### src/rtl/bg_pixel_fetcher_pkg.sv
// Shared constants, state type and palette helper for the background pixel fetcher.
package bg_pixel_fetcher_pkg;

    localparam int VRAM_AW    = 13;
    localparam int PUSH_WIDTH = 8;

    localparam logic [VRAM_AW-1:0] BG_MAP0_BASE     = 13'h1800;
    localparam logic [VRAM_AW-1:0] BG_MAP1_BASE     = 13'h1C00;
    localparam logic [VRAM_AW-1:0] TILE_SIGNED_BASE = 13'h1000;

    typedef logic [7:0] Pallete;

    typedef enum logic [2:0] {
        IDLE,
        FETCH_MAP,
        FETCH_LO,
        FETCH_HI,
        PUSH
    } FetchState;

    function automatic logic [1:0] applyPallete(input Pallete pal, input logic [1:0] color);
        return pal[{color, 1'b0} +: 2];
    endfunction

endpackage

### src/rtl/bg_pixel_fifo.sv
// Pixel FIFO of 2-bit colour indices: one tile row (8 pixels) pushed at once, one pixel popped.
module bg_pixel_fifo #(
    parameter int DEPTH = 16
) (
    input  logic                     clk,
    input  logic                     rst_n,
    input  logic                     flush,
    input  logic                     push,
    input  logic [15:0]              push_data,
    input  logic                     pop,
    output logic [1:0]               head,
    output logic [$clog2(DEPTH):0]   count,
    output logic                     empty
);
    import bg_pixel_fetcher_pkg::*;

    localparam int AW = $clog2(DEPTH);
    localparam logic [AW:0] PUSH_INC = (AW + 1)'(PUSH_WIDTH);

    logic [1:0]    mem [DEPTH];
    logic [AW-1:0] wr_ptr;
    logic [AW-1:0] rd_ptr;

    // Flush has priority so a line restart never sees stale pixels.
    always_ff @(posedge clk or negedge rst_n) begin
        if (!rst_n) begin
            wr_ptr <= '0;
            rd_ptr <= '0;
            count  <= '0;
            for (int i = 0; i < DEPTH; i++) mem[i] <= 2'b00;
        end else if (flush) begin
            wr_ptr <= '0;
            rd_ptr <= '0;
            count  <= '0;
        end else begin
            if (push) begin
                for (int i = 0; i < PUSH_WIDTH; i++) mem[wr_ptr + AW'(i)] <= push_data[2*i +: 2];
                wr_ptr <= wr_ptr + AW'(PUSH_WIDTH);
            end
            if (pop) rd_ptr <= rd_ptr + AW'(1);
            count <= count + (push ? PUSH_INC : '0) - {{AW{1'b0}}, pop};
        end
    end

    assign head  = mem[rd_ptr];
    assign empty = (count == '0);

endmodule

### src/rtl/bg_pixel_fetcher.sv
// Background fetcher: walks the tile map, fetches tile rows into the pixel FIFO,
// applies fine-X discard and BGP, and streams one scanline of shaded pixels.
module bg_pixel_fetcher #(
    parameter int LINE_WIDTH = 160,
    parameter int FIFO_DEPTH = 16,
    parameter int VRAM_AW    = 13
) (
    input  logic               clk,
    input  logic               rst_n,
    input  logic               line_start,
    input  logic [7:0]         ly,
    input  logic [7:0]         scx,
    input  logic [7:0]         scy,
    input  logic [7:0]         lcdc,
    input  logic [7:0]         bgp,
    output logic               vram_rd,
    output logic [VRAM_AW-1:0] vram_addr,
    input  logic [7:0]         vram_data,
    output logic               pix_valid,
    input  logic               pix_ready,
    output logic [1:0]         pix,
    output logic [7:0]         pix_x,
    output logic               line_done,
    output logic               busy
);
    import bg_pixel_fetcher_pkg::*;

    localparam int CW = $clog2(FIFO_DEPTH) + 1;
    localparam logic [7:0]    LAST_X     = 8'(LINE_WIDTH - 1);
    localparam logic [9:0]    STOP_AT    = 10'(LINE_WIDTH + 8);
    localparam logic [CW-1:0] PUSH_LIMIT = CW'(FIFO_DEPTH - PUSH_WIDTH);

    FetchState state_q, state_d;
    logic phase_q, phase_d;

    logic [7:0] ly_l, scx_l, scy_l, lcdc_l, bgp_l;
    logic [7:0] tile_q, lo_q, hi_q;
    logic [4:0] tile_col;
    logic [7:0] x;
    logic [2:0] discard;
    logic       busy_q, line_done_q;

    logic [7:0]         y;
    logic [4:0]         map_col;
    logic [VRAM_AW-1:0] map_addr, lo_addr;
    logic [CW-1:0]      count;
    logic               empty;
    logic [1:0]         head;
    logic [15:0]        push_data;
    logic               discard_pop, accept, last, pop, push, can_push;
    logic               cap_tile, cap_lo, cap_hi;
    logic [9:0]         sum_next;
    logic               lcdc_unused;

    assign lcdc_unused = ^{lcdc_l[7:5], lcdc_l[2:1]};

    assign y        = ly_l + scy_l;
    assign map_col  = scx_l[7:3] + tile_col;
    assign map_addr = (lcdc_l[3] ? VRAM_AW'(BG_MAP1_BASE) : VRAM_AW'(BG_MAP0_BASE))
                      + VRAM_AW'({y[7:3], map_col});
    assign lo_addr  = lcdc_l[4]
                      ? VRAM_AW'({tile_q, y[2:0], 1'b0})
                      : VRAM_AW'(TILE_SIGNED_BASE)
                        + {{(VRAM_AW-12){tile_q[7]}}, tile_q, 4'b0000}
                        + VRAM_AW'({y[2:0], 1'b0});

    assign discard_pop = busy_q && (discard != 3'd0) && !empty;
    assign pix_valid   = busy_q && (discard == 3'd0) && !empty && (x <= LAST_X);
    assign accept      = pix_valid && pix_ready;
    assign last        = accept && (x == LAST_X);
    assign pop         = (discard_pop || accept) && !line_start;
    assign can_push    = (count <= PUSH_LIMIT);

    // Occupancy after this cycle's push/pop decides whether enough pixels are queued for the line.
    assign sum_next = 10'(x) + 10'(accept) + 10'(count) + 10'(PUSH_WIDTH) - 10'(pop)
                      + 10'(discard) - 10'(discard_pop);

    assign pix       = pix_valid ? (lcdc_l[0] ? applyPallete(bgp_l, head) : 2'b00) : 2'b00;
    assign pix_x     = x;
    assign busy      = busy_q;
    assign line_done = line_done_q;

    always_comb begin
        push_data = '0;
        for (int i = 0; i < PUSH_WIDTH; i++) push_data[2*i +: 2] = {hi_q[7-i], lo_q[7-i]};
    end

    bg_pixel_fifo #(.DEPTH(FIFO_DEPTH)) u_fifo (
        .clk       (clk),
        .rst_n     (rst_n),
        .flush     (line_start || last),
        .push      (push),
        .push_data (push_data),
        .pop       (pop),
        .head      (head),
        .count     (count),
        .empty     (empty)
    );

    always_ff @(posedge clk or negedge rst_n) begin
        if (!rst_n) begin
            state_q <= IDLE;
            phase_q <= 1'b0;
        end else begin
            state_q <= state_d;
            phase_q <= phase_d;
        end
    end

    // Each fetch state strobes the read in phase 0 and captures the returned byte in phase 1.
    always_comb begin
        state_d   = state_q;
        phase_d   = phase_q;
        vram_rd   = 1'b0;
        vram_addr = '0;
        cap_tile  = 1'b0;
        cap_lo    = 1'b0;
        cap_hi    = 1'b0;
        push      = 1'b0;
        case (state_q)
            FETCH_MAP: vram_addr = map_addr;
            FETCH_LO:  vram_addr = lo_addr;
            FETCH_HI:  vram_addr = lo_addr + VRAM_AW'(1);
            default:   vram_addr = '0;
        endcase
        if (line_start) begin
            state_d = FETCH_MAP;
            phase_d = 1'b0;
        end else if (last) begin
            state_d = IDLE;
            phase_d = 1'b0;
        end else begin
            case (state_q)
                FETCH_MAP: begin
                    vram_rd = !phase_q;
                    phase_d = !phase_q;
                    if (phase_q) begin
                        cap_tile = 1'b1;
                        state_d  = FETCH_LO;
                    end
                end
                FETCH_LO: begin
                    vram_rd = !phase_q;
                    phase_d = !phase_q;
                    if (phase_q) begin
                        cap_lo  = 1'b1;
                        state_d = FETCH_HI;
                    end
                end
                FETCH_HI: begin
                    vram_rd = !phase_q;
                    phase_d = !phase_q;
                    if (phase_q) begin
                        cap_hi  = 1'b1;
                        state_d = PUSH;
                    end
                end
                PUSH: begin
                    if (can_push) begin
                        push    = 1'b1;
                        state_d = (sum_next >= STOP_AT) ? IDLE : FETCH_MAP;
                    end
                end
                default: state_d = IDLE;
            endcase
        end
    end

    always_ff @(posedge clk or negedge rst_n) begin
        if (!rst_n) begin
            ly_l        <= '0;
            scx_l       <= '0;
            scy_l       <= '0;
            lcdc_l      <= '0;
            bgp_l       <= '0;
            tile_q      <= '0;
            lo_q        <= '0;
            hi_q        <= '0;
            tile_col    <= '0;
            x           <= '0;
            discard     <= '0;
            busy_q      <= 1'b0;
            line_done_q <= 1'b0;
        end else if (line_start) begin
            ly_l        <= ly;
            scx_l       <= scx;
            scy_l       <= scy;
            lcdc_l      <= lcdc;
            bgp_l       <= bgp;
            tile_col    <= '0;
            x           <= '0;
            discard     <= scx[2:0];
            busy_q      <= 1'b1;
            line_done_q <= 1'b0;
        end else begin
            line_done_q <= last;
            if (last) begin
                busy_q <= 1'b0;
                x      <= '0;
            end else if (accept) begin
                x <= x + 8'd1;
            end
            if (discard_pop) discard <= discard - 3'd1;
            if (cap_tile) tile_q <= vram_data;
            if (cap_lo) lo_q <= vram_data;
            if (cap_hi) hi_q <= vram_data;
            if (push) tile_col <= tile_col + 5'd1;
        end
    end

endmodule

### config.mk
export PLATFORM = sky130hd
export DESIGN_NAME = bg_pixel_fetcher
export DESIGN_NICKNAME = d
export VERILOG_FILES = /design/src/rtl/bg_pixel_fetcher_pkg.sv /design/src/rtl/bg_pixel_fifo.sv /design/src/rtl/bg_pixel_fetcher.sv
export SDC_FILE = /design/constraint.sdc
export NUM_CORES = 1
export LEC_CHECK = 0
export CORE_MARGIN = 5
export CORE_UTILIZATION = 31
export DETAILED_ROUTE_END_ITERATION = 6
export PLACE_DENSITY = 0.57
export RECOVER_POWER = 100
export SYNTH_ARGS = -nofsm -noshare
export SYNTH_HDL_FRONTEND = slang
export SYNTH_SLANG_ARGS = --single-unit
### constraint.sdc
create_clock -name clk -period 11.6 [get_ports clk]
set_clock_uncertainty 0.15 [all_clocks]
set_input_delay 2.9 -clock clk [delete_from_list [all_inputs] [get_ports clk]]
set_output_delay 2.9 -clock clk [all_outputs]
set_load 0.02 [all_outputs]
==> flow_summary.yaml, run 1 <==
floorplanning:
  start_util_pct: 31.5
  die_area_um2: 24300
  coreArea_um2: 21000
  dieWidth_um: 156
  core.rowCount: 53
  io_pins: 79
  die_height_um: 156
clock_network:
  numCtsBuffers: 17
  h-tree-depth: 4
  cts_resized: 0
  cts.clk_slew.worst_paths_ns: 0.05
  clkLatencyLatePin_ns: 0.41
  cts_tree: "done"
  cts_hold_repair.buffers: 0
  clock_sinks: 120
  cts_buffer_depth: 2
  post_cts_buffers: 0
  root_buffer: "clkbuf_16"
sta:
  fin_crit_sh_pct: 81.2
  drv_slew: 190
  rsz0062_at_grt: "no"
  max_slew.worst_pin.slew_ns: 3.31
  finalSetupViolations: 0
  report.final.hold_viol_count: 0
  final.setup.tns_ns: 0
  relSlewSlack_pct: -120
  min_period_ns: 9.42
  max_freq_mhz: 106
place:
  post-place-cells: 881
  port_buffers: 73
  gp_congestion: 0.824
  dpl.hpwl_um: 10700
yosys:
  synth.avg_cell_area_um2: 12.0
  synth_top_cell_by_area: "dfrtp_1"
  synth_cell_types: 58
  synth.top_cell.area_share_pct: 45.5
  netlist_instances: 548
  ys_ff_latch: 120
  seq_area_frac_synth_pct: 45.5
  syn_nets: 649
  syn-cell-area_um2: 6600
  synth_warnings: 0
  synth_area_leaders: "dfrtp_1 (46%), mux2_2 (13%), ha_1 (7.4%)"
  synth_edf_count: 0
  async_reset_ff_share_pct: 100
  ys.flop_type: "dfrtp_1"
pwr:
  p_int_w: 0.00119
  p_clk_share_pct: 27.7
  p_comb_share_pct: 42.5
  p_sw_share_pct: 36.7
  p_leak_nw: 3.73
  p_seq_share_pct: 29.8
  irDropWorstVdd_mv: 0.114
  finalPower_w: 0.00188
  powerDensity_nw_per_um2: 233
  p_sw_w: 0.000691
global_routing:
  grt_pass1_vias: 4755
  grt_pass1_wl_um: 24700
  grt_max_degree: 63
  antenna_found_initial: 0
  grt_use_total_pct: 12.9
  grt-ovfl-total: 0
detailed_routing:
  vias: 4370
  drt_iter0_markers: 88
  postRouteWirelength_um: 14600
  wl_per_cell_um: 16.0
  avgViaCountPerCell: 4.79
  drc_errors: 0
  dr.pass1.iters: 4
  antenna_left: 0
critical_path:
  crit_path_end_kind: "output port"
  worstSetupPathType: "in -> out"
  critPathRequiredTime_ns: 8.55
  cp_max_fo: 49
  reg2reg_depth: 18
  reg2reg_slack_ns: 5.79
  start_kind: "input port"
  arrival_ns: 6.37
  timing.rr.end: "state_q[0]$_DFFE_PN0P_"
  r2r_start: "pix_x[0]$_DFFE_PN0P_"
worst_hold_path:
  hp-class: "reg -> reg"
  hold_end: "u_fifo.mem[25]$_DFFE_PN0P_"
  worstHoldPathCells: 1
  hp-start: "u_fifo.mem[25]$_DFFE_PN0P_"
final_layout:
  layout.nets: 726
  post-route-util_pct: 38.6
  diodes: 0
  synthToLayoutAreaGrowth_pct: 22.6
  layout.cells.non_filler: 912
  drive_gt1_share_pct: 19.3
outcome:
  status: "finished with violations"
  violations: "max-capacitance violations, max-slew violations"
job:
  cap_violations: 4
cells by family after synthesis:
group,after synthesis,share of synthesized area (%)
flip-flops,120,45.5
AND/OR/NAND/NOR,109,8.46
multiplexers,105,19.9
AO/OA/AOI/OAI,78,8.00
buffers and inverters,56,3.57
adder cells (fa/ha/maj),49,10.4
XOR/XNOR,31,4.12
cell usage in the layout (no fill, tap or decap), drive strengths merged, types with 17 or more instances in the layout:
| cell type | count |
|---|---|
| xnor2 | 17 |
| ha | 39 |
| nand2 | 27 |
| clkbuf | 25 |
| o21ai | 17 |
| dlygate4sd3 | 26 |
| inv | 40 |
| nor2 | 38 |
| mux2 | 89 |
| clkdlybuf4s50 | 45 |
| dfrtp | 120 |
| a21oi | 23 |
layout make-up:
type	instances	area, um^2
inverters	38	143
repair buffers	76	731
fillers	2092	12900
clock buffers	21	470
clock inverters	10	119
multi-input cells	372	3280
well taps	275	344
flip-flops and latches	120	3000
flip-flops by register name, indices dropped and copies added (netlist names), 3 cells and up:
| name | count |
|---|---|
| lcdc_l | 3 |
| scy_l | 8 |
| state_q | 3 |
| u_fifo.rd_ptr | 4 |
| tile_q | 8 |
| tile_col | 5 |
| hi_q | 8 |
| lo_q | 8 |
| scx_l | 5 |
| discard | 3 |
| bgp_l | 8 |
| ly_l | 8 |
| u_fifo.count | 5 |
| pix_x | 8 |
| u_fifo.mem | 32 |
critical path, cell delays in order:
cell and delay, ns:
buf_2 0.08, clkbuf_1 1.84, inv_1 0.45, o31ai_1 0.25
nor4_1 0.15, dlygate4sd3_1 0.68
power by group through the flow:
stage	Sequential, W	Combinational [W]	Clock, W
3_3_place_gp	0.000567	0.000788	0
4_1_cts	0.000565	0.000826	0.000537
3_5_place_dp	0.000572	0.000818	0
6_report	0.000561	0.000800	0.000522
2_1_floorplan	0.000535	0.000608	0
5_1_grt	0.000573	0.000900	0.000557
worst max-delay path by stage:
| stage | end | from | depth (start not counted) | slack (ns) |
|---|---|---|---|---|
| after detailed placement | state_q[0]$_DFFE_PN0P_ | pix_ready | 17 | 3.42 |
| after global placement | state_q[0]$_DFFE_PN0P_ | pix_ready | 17 | 3.52 |
| after global routing | vram_rd | line_start | 6 | 1.75 |
| after CTS | vram_rd | line_start | 6 | 3.62 |
| after floorplan | state_q[0]$_DFFE_PN0P_ | pix_ready | 16 | 4.64 |
| final | vram_rd | line_start | 6 | 2.18 |
synth_stat cells, types with 2 or more instances:
master and count:
dfrtp_1 120, mux2_2 78, ha_1 39, inv_1 38, nor2_1 38, nand2_1 27, a21oi_1 22, o21ai_0 17
xnor2_1 17, xor2_1 14, a22o_1 11, fa_1 10, mux2_4 10, mux4_2 9, clkbuf_1 8, mux2i_1 7
nand3_1 7, a21o_1 5, nor2b_1 5, and3_1 4, buf_1 4, nor3_1 4, o22ai_1 4, and2_1 3
nand4_1 3, o21bai_1 3, a211oi_1 2, buf_2 2, buf_4 2, buf_6 2, nand2b_1 2, nand3_2 2
nor3b_1 2, o41ai_1 2, or3_1 2
routing by layer:
| layer | vias up | GRT usage [%] | part of all wire (%) |
|---|---|---|---|
| met4 | 0 | 4.09 | 1.6 |
| met5 | - | 0 | 0 |
| met2 | 73 | 21.5 | 49 |
| met3 | 17 | 3.33 | 3.9 |
| met1 | 2185 | 16.3 | 46 |
| li1 | 2095 | - | - |
per-stage QoR:
stage	hold WS [ns]	area [um^2]	setup WS, ns
final	0.335	8090	2.18
after global routing	0.357	8090	1.75
after CTS	0.339	8180	3.62
after detailed placement	0.326	7590	3.42
after global placement	0.328	7590	3.52
after floorplan	0.303	6600	4.64
Power figures use the tool's default switching activity.
==> run 2: changes to the inputs <==
==> constraint.sdc (replaced) <==
create_clock -name clk -period 9.9 [get_ports clk]
set_clock_uncertainty 0.15 [all_clocks]
set_input_delay 2.475 -clock clk [delete_from_list [all_inputs] [get_ports clk]]
set_output_delay 2.475 -clock clk [all_outputs]
set_load 0.02 [all_outputs]
==> flow_summary.yaml, run 2 (synthesis results as in run 1) <==
detailed_routing:
  postRouteWirelength_um: 14800
  wl_per_cell_um: 16.2
  antenna_left: 0
  avgViaCountPerCell: 4.78
  drc_errors: 0
  drt_iter0_markers: 113
  dr.pass1.iters: 4
  vias: 4360
critical_path:
  cpPeakStageDelay_ns: 0.56
  path_delay_family: "compound AO/OA/AOI/OAI gates"
  crit_slowest_cell: "fa_1"
  arrival_ns: 7.38
  critPathBufInv: 4
  cp_max_fo: 7
  crit_path_end_kind: "flop"
  start_kind: "input port"
  worstSetupPathType: "in -> reg"
  path_cells: "dlygate4sd3_1 > nand3_1 > a211o_1 > inv_1 > o21ai_0 > fa_1 > inv_1 > fa_1 > fa_1 > inv_1 > ha_1 > a211oi_1 > o21ai_0 > a31o_2 > a21oi_1 > xnor2_1 > o41ai_1"
  critPathRequiredTime_ns: 10.04
clock_network:
  cts_resized: 0
  cts_buffer_depth: 2
  cts_tree: "done"
  clkLatencyLatePin_ns: 0.41
  numCtsBuffers: 17
  post_cts_buffers: 0
  cts.clk_slew.worst_paths_ns: 0.06
  h-tree-depth: 4
  root_buffer: "clkbuf_16"
  clock_sinks: 120
  cts_hold_repair.buffers: 0
sta:
  final.setup.tns_ns: 0
  finalSetupViolations: 0
  relSlewSlack_pct: -73.6
  max_freq_mhz: 138
  max_slew.worst_pin.slew_ns: 2.60
  min_period_ns: 7.24
  rsz0062_at_grt: "no"
  report.final.hold_viol_count: 0
  drv_slew: 65
  fin_crit_sh_pct: 73.1
global_routing:
  grt_max_degree: 75
  grt_use_total_pct: 12.9
  antenna_found_initial: 0
  grt_pass1_wl_um: 24900
  grt_pass1_vias: 4724
  grt-ovfl-total: 0
place:
  dpl.hpwl_um: 10800
  gp_congestion: 0.849
  port_buffers: 73
final_layout:
  synthToLayoutAreaGrowth_pct: 23.1
  drive_gt1_share_pct: 19.6
  final_common_cell: "dfrtp_1"
  layout.nets: 726
  diodes: 0
  final_cell_mix: "dfrtp_1 (120), mux2_2 (76), clkdlybuf4s50_1 (44)"
  largest_reg_flops: 32
  regMostFlops: "u_fifo.mem"
floorplanning:
  io_pins: 79
  coreArea_um2: 21000
  die_area_um2: 24300
  dieWidth_um: 156
  core.rowCount: 53
  start_util_pct: 31.5
  die_height_um: 156
pwr:
  finalPower_w: 0.00223
  p_leak_nw: 3.76
  powerDensity_nw_per_um2: 274
  irDropWorstVdd_mv: 0.127
worst_hold_path:
  hp-class: "reg -> reg"
outcome:
  status: "finished with violations"
  violations: "max-capacitance violations, max-slew violations"
job:
  cap_violations: 2
run 2: cell count changes in the layout (fill, tap and decap cells not counted):
cell             delta
buf_4               +2
bufinv_16           +1
clkbuf_1            -3
clkbuf_8            -3
clkdlybuf4s50_1     -1
clkinv_2            -1
clkinv_4            +4
clkinvlp_4          -2
dlygate4sd3_1       +1
inv_6               +3
mux2_1              +2
mux2_2              -2
run 2: cell type report:
type                    count  area [um^2]
flip-flops and latches    120         3000
clock buffers              17          425
inverters                  38          143
multi-input cells         372         3280
fillers                  2039        12800
clock inverters            15          190
well taps                 275          344
repair buffers             76          738
run 2: path summary, 6_finish.rpt:
check / startpoint / endpoint / slack [ns] / cells after the start
setup / recovery: pix_ready / state_q[0]$_DFFE_PN0P_ / 2.66 / 17
hold / removal: u_fifo.mem[25]$_DFFE_PN0P_ / u_fifo.mem[25]$_DFFE_PN0P_ / 0.34 / 1
setup reg to reg: pix_x[0]$_DFFE_PN0P_ / state_q[0]$_DFFE_PN0P_ / 4.24 / 18
hold reg to reg: u_fifo.mem[25]$_DFFE_PN0P_ / u_fifo.mem[25]$_DFFE_PN0P_ / 0.34 / 1
max in group asynchronous: rst_n / u_fifo.mem[21]$_DFFE_PN0P_ / 4.78 / 2
min in group asynchronous: rst_n / bgp_l[4]$_DFFE_PN0P_ / 2.73 / 1
run 2: metrics by stage:
step / std cells / util [%] / hold slack, ns / setup WS (ns) / area (um^2)
finish: 913 / 38.7 / 0.339 / 2.66 / 8120
global route: 913 / 38.7 / 0.347 / 2.36 / 8120
CTS: 913 / 39.2 / 0.346 / 2.68 / 8210
detailed placement: 881 / 36.2 / 0.333 / 2.31 / 7590
global placement: 881 / 36.2 / 0.331 / 2.31 / 7590
floorplan: 548 / - / 0.303 / 3.36 / 6600
run 2: worst reg2reg max path, cell delays in order (launching register included):
cell      delay, ns
dfrtp_1        0.45
ha_1           0.26
and4_1         0.27
nand2_1        0.12
a211o_1        0.34
inv_1          0.21
o21ai_0        0.19
fa_1           0.53
inv_1          0.05
fa_1           0.37
fa_1           0.56
inv_1          0.06
ha_1           0.29
a211oi_1       0.56
o21ai_0        0.24
a31o_2         0.28
a21oi_1        0.16
xnor2_1        0.09
o41ai_1        0.37
run 2: power breakdown:
part	leakage, nW	total (W)	switching [W]	internal [W]
combinational	1.91	0.000930	0.000501	0.000429
sequential	1.55	0.000656	0.0000807	0.000575
clock	0.299	0.000639	0.000238	0.000401
run 2: layer usage:
metal	global-route usage [%]	vias up	share of wire, %
li1	-	2095	-
met1	16.4	2163	45
met2	21.6	88	50
met3	3.77	14	4.4
met4	3.58	0	1.4
met5	0	-	0
==> run 3: changes to the inputs <==
--- a/config.mk
+++ b/config.mk
@@ -8,7 +8,7 @@
 export CORE_MARGIN = 5
 export CORE_UTILIZATION = 31
 export DETAILED_ROUTE_END_ITERATION = 6
-export PLACE_DENSITY = 0.57
+export PLACE_DENSITY = 0.59
 export RECOVER_POWER = 100
 export SYNTH_ARGS = -nofsm -noshare
 export SYNTH_HDL_FRONTEND = slang
==> constraint.sdc (replaced) <==
create_clock -name clk -period 6.5 [get_ports clk]
set_clock_uncertainty 0.15 [all_clocks]
set_input_delay 1.625 -clock clk [delete_from_list [all_inputs] [get_ports clk]]
set_output_delay 1.625 -clock clk [all_outputs]
set_load 0.02 [all_outputs]
==> flow_summary.yaml, run 3 (synthesis results as in run 1) <==
floorplanning:
  dieWidth_um: 156
  die_area_um2: 24300
  coreArea_um2: 21000
  io_pins: 79
  start_util_pct: 31.5
  die_height_um: 156
  core.rowCount: 53
critical_path:
  worstSetupPathType: "in -> reg"
  crit_slowest_cell: "dlygate4sd3_1"
  critPathRequiredTime_ns: 6.64
  cp_max_fo: 3
  cpPeakStageDelay_ns: 0.54
  start_kind: "input port"
  arrival_ns: 6.10
  path_cells: "dlygate4sd3_1 > nand3_1 > a211o_1 > inv_1 > o21ai_0 > fa_1 > inv_1 > fa_1 > fa_1 > inv_1 > ha_1 > a211oi_1 > o21ai_0 > a31o_2 > a21oi_1 > xnor2_1 > o41ai_1"
  crit_path_end_kind: "flop"
clock_network:
  post_cts_buffers: 0
  clock_sinks: 120
  h-tree-depth: 4
  cts.clk_slew.worst_paths_ns: 0.06
  cts_buffer_depth: 2
  numCtsBuffers: 17
  cts_resized: 0
  root_buffer: "clkbuf_16"
  clkLatencyLatePin_ns: 0.41
  cts_hold_repair.buffers: 0
  cts_tree: "done"
final_layout:
  drive_gt1_share_pct: 19.4
  fill_cells: 2057
  final_common_cell: "dfrtp_1"
  largest_reg_flops: 32
  synthToLayoutAreaGrowth_pct: 22.9
  layout.nets: 728
  final_cell_mix: "dfrtp_1 (120), mux2_2 (76), clkdlybuf4s50_1 (44)"
  diodes: 0
  regMostFlops: "u_fifo.mem"
detailed_routing:
  drt_iter0_markers: 132
  drc_errors: 0
  vias: 4383
  postRouteWirelength_um: 14700
  antenna_left: 0
  wl_per_cell_um: 16.1
  avgViaCountPerCell: 4.79
  dr.pass1.iters: 4
global_routing:
  grt-ovfl-total: 0
  grt_use_total_pct: 12.9
  grt_max_degree: 70
  grt_pass1_wl_um: 25000
  antenna_found_initial: 0
  grt_pass1_vias: 4862
worst_hold_path:
  hp-class: "reg -> reg"
outcome:
  status: "finished with violations"
  violations: "max-capacitance violations, max-slew violations"
job:
  cap_violations: 3
place:
  dpl.hpwl_um: 10800
  place_ws_ns: 0.179
  gp_congestion: 0.816
  port_buffers: 73
sta:
  relSlewSlack_pct: -157
  setup_ws_ns: 0.540
  fin_crit_sh_pct: 91.7
  finalSetupViolations: 0
  max_freq_mhz: 168
  max_slew.worst_pin.slew_ns: 3.86
  report.final.hold_viol_count: 0
  final.setup.tns_ns: 0
  rsz0062_at_grt: "no"
  drv_slew: 136
  min_period_ns: 5.96
  whs_ns: 0.341
pwr:
  powerDensity_nw_per_um2: 420
  p_leak_nw: 3.74
  irDropWorstVdd_mv: 0.248
-- run 3: through the flow --
| stage | power, W | utilization (%) | cell area (um^2) | std cells |
|---|---|---|---|---|
| after floorplan | 0.00204 | - | 6600 | 548 |
| after global placement | 0.00245 | 36.3 | 7610 | 883 |
| after detailed placement | 0.00250 | 36.3 | 7610 | 883 |
| after CTS | 0.00347 | 39.1 | 8200 | 915 |
| after global routing | 0.00368 | 38.7 | 8110 | 915 |
| final | 0.00340 | 38.7 | 8110 | 915 |
-- run 3: per-layer routing --
metal  vias to the layer above  routed length, um  GRT usage [%]  share of wire (%)
li1                       2084                  -              -                  -
met1                      2206               6700           16.2                 46
met2                        78               7300           21.6                 50
met3                        15                517           3.63                3.5
met4                         0                205           3.75                1.4
met5                         -                  0              0                  0
-- run 3: report_power, final --
part / switching, W / leakage [nW] / internal (W)
clock: 0.000367 / 0.280 / 0.000574
combinational: 0.000777 / 1.91 / 0.000677
sequential: 0.000131 / 1.55 / 0.000876
total: 0.00127 / 3.74 / 0.00213
-- run 3: area by class of cell --
| cell class | instances | area, um^2 | area share, % |
|---|---|---|---|
| multi-input cells | 372 | 3280 | 40.4 |
| flip-flops and latches | 120 | 3000 | 37.0 |
| repair buffers | 78 | 748 | 9.23 |
| clock buffers | 18 | 429 | 5.29 |
| well taps | 275 | 344 | 4.24 |
| clock inverters | 14 | 164 | 2.02 |
| inverters | 38 | 143 | 1.76 |
-- run 3: worst paths after layout --
kind                                            from                   endpoint  slack [ns]  cells past startpoint
setup reg to reg                pix_x[0]$_DFFE_PN0P_     state_q[0]$_DFFE_PN0P_        1.26                     18
hold / removal             u_fifo.mem[4]$_DFFE_PN0P_  u_fifo.mem[4]$_DFFE_PN0P_        0.34                      1
hold reg to reg            u_fifo.mem[4]$_DFFE_PN0P_  u_fifo.mem[4]$_DFFE_PN0P_        0.34                      1
max in group asynchronous                      rst_n        line_done$_DFF_PN0_        1.56                      2
setup / recovery                           pix_ready     state_q[0]$_DFFE_PN0P_        0.54                     17
min in group asynchronous                      rst_n        lo_q[2]$_DFFE_PN0P_        2.41                      1
-- run 3: worst max-delay path, delay by kind of cell --
family                   cells  cell delay (ns)
AND/OR/NAND/NOR              1             0.11
buffers and inverters        4             0.74
AO/OA/AOI/OAI                7             1.82
XOR/XNOR                     1             0.09
adder cells (fa/ha/maj)      4             1.72
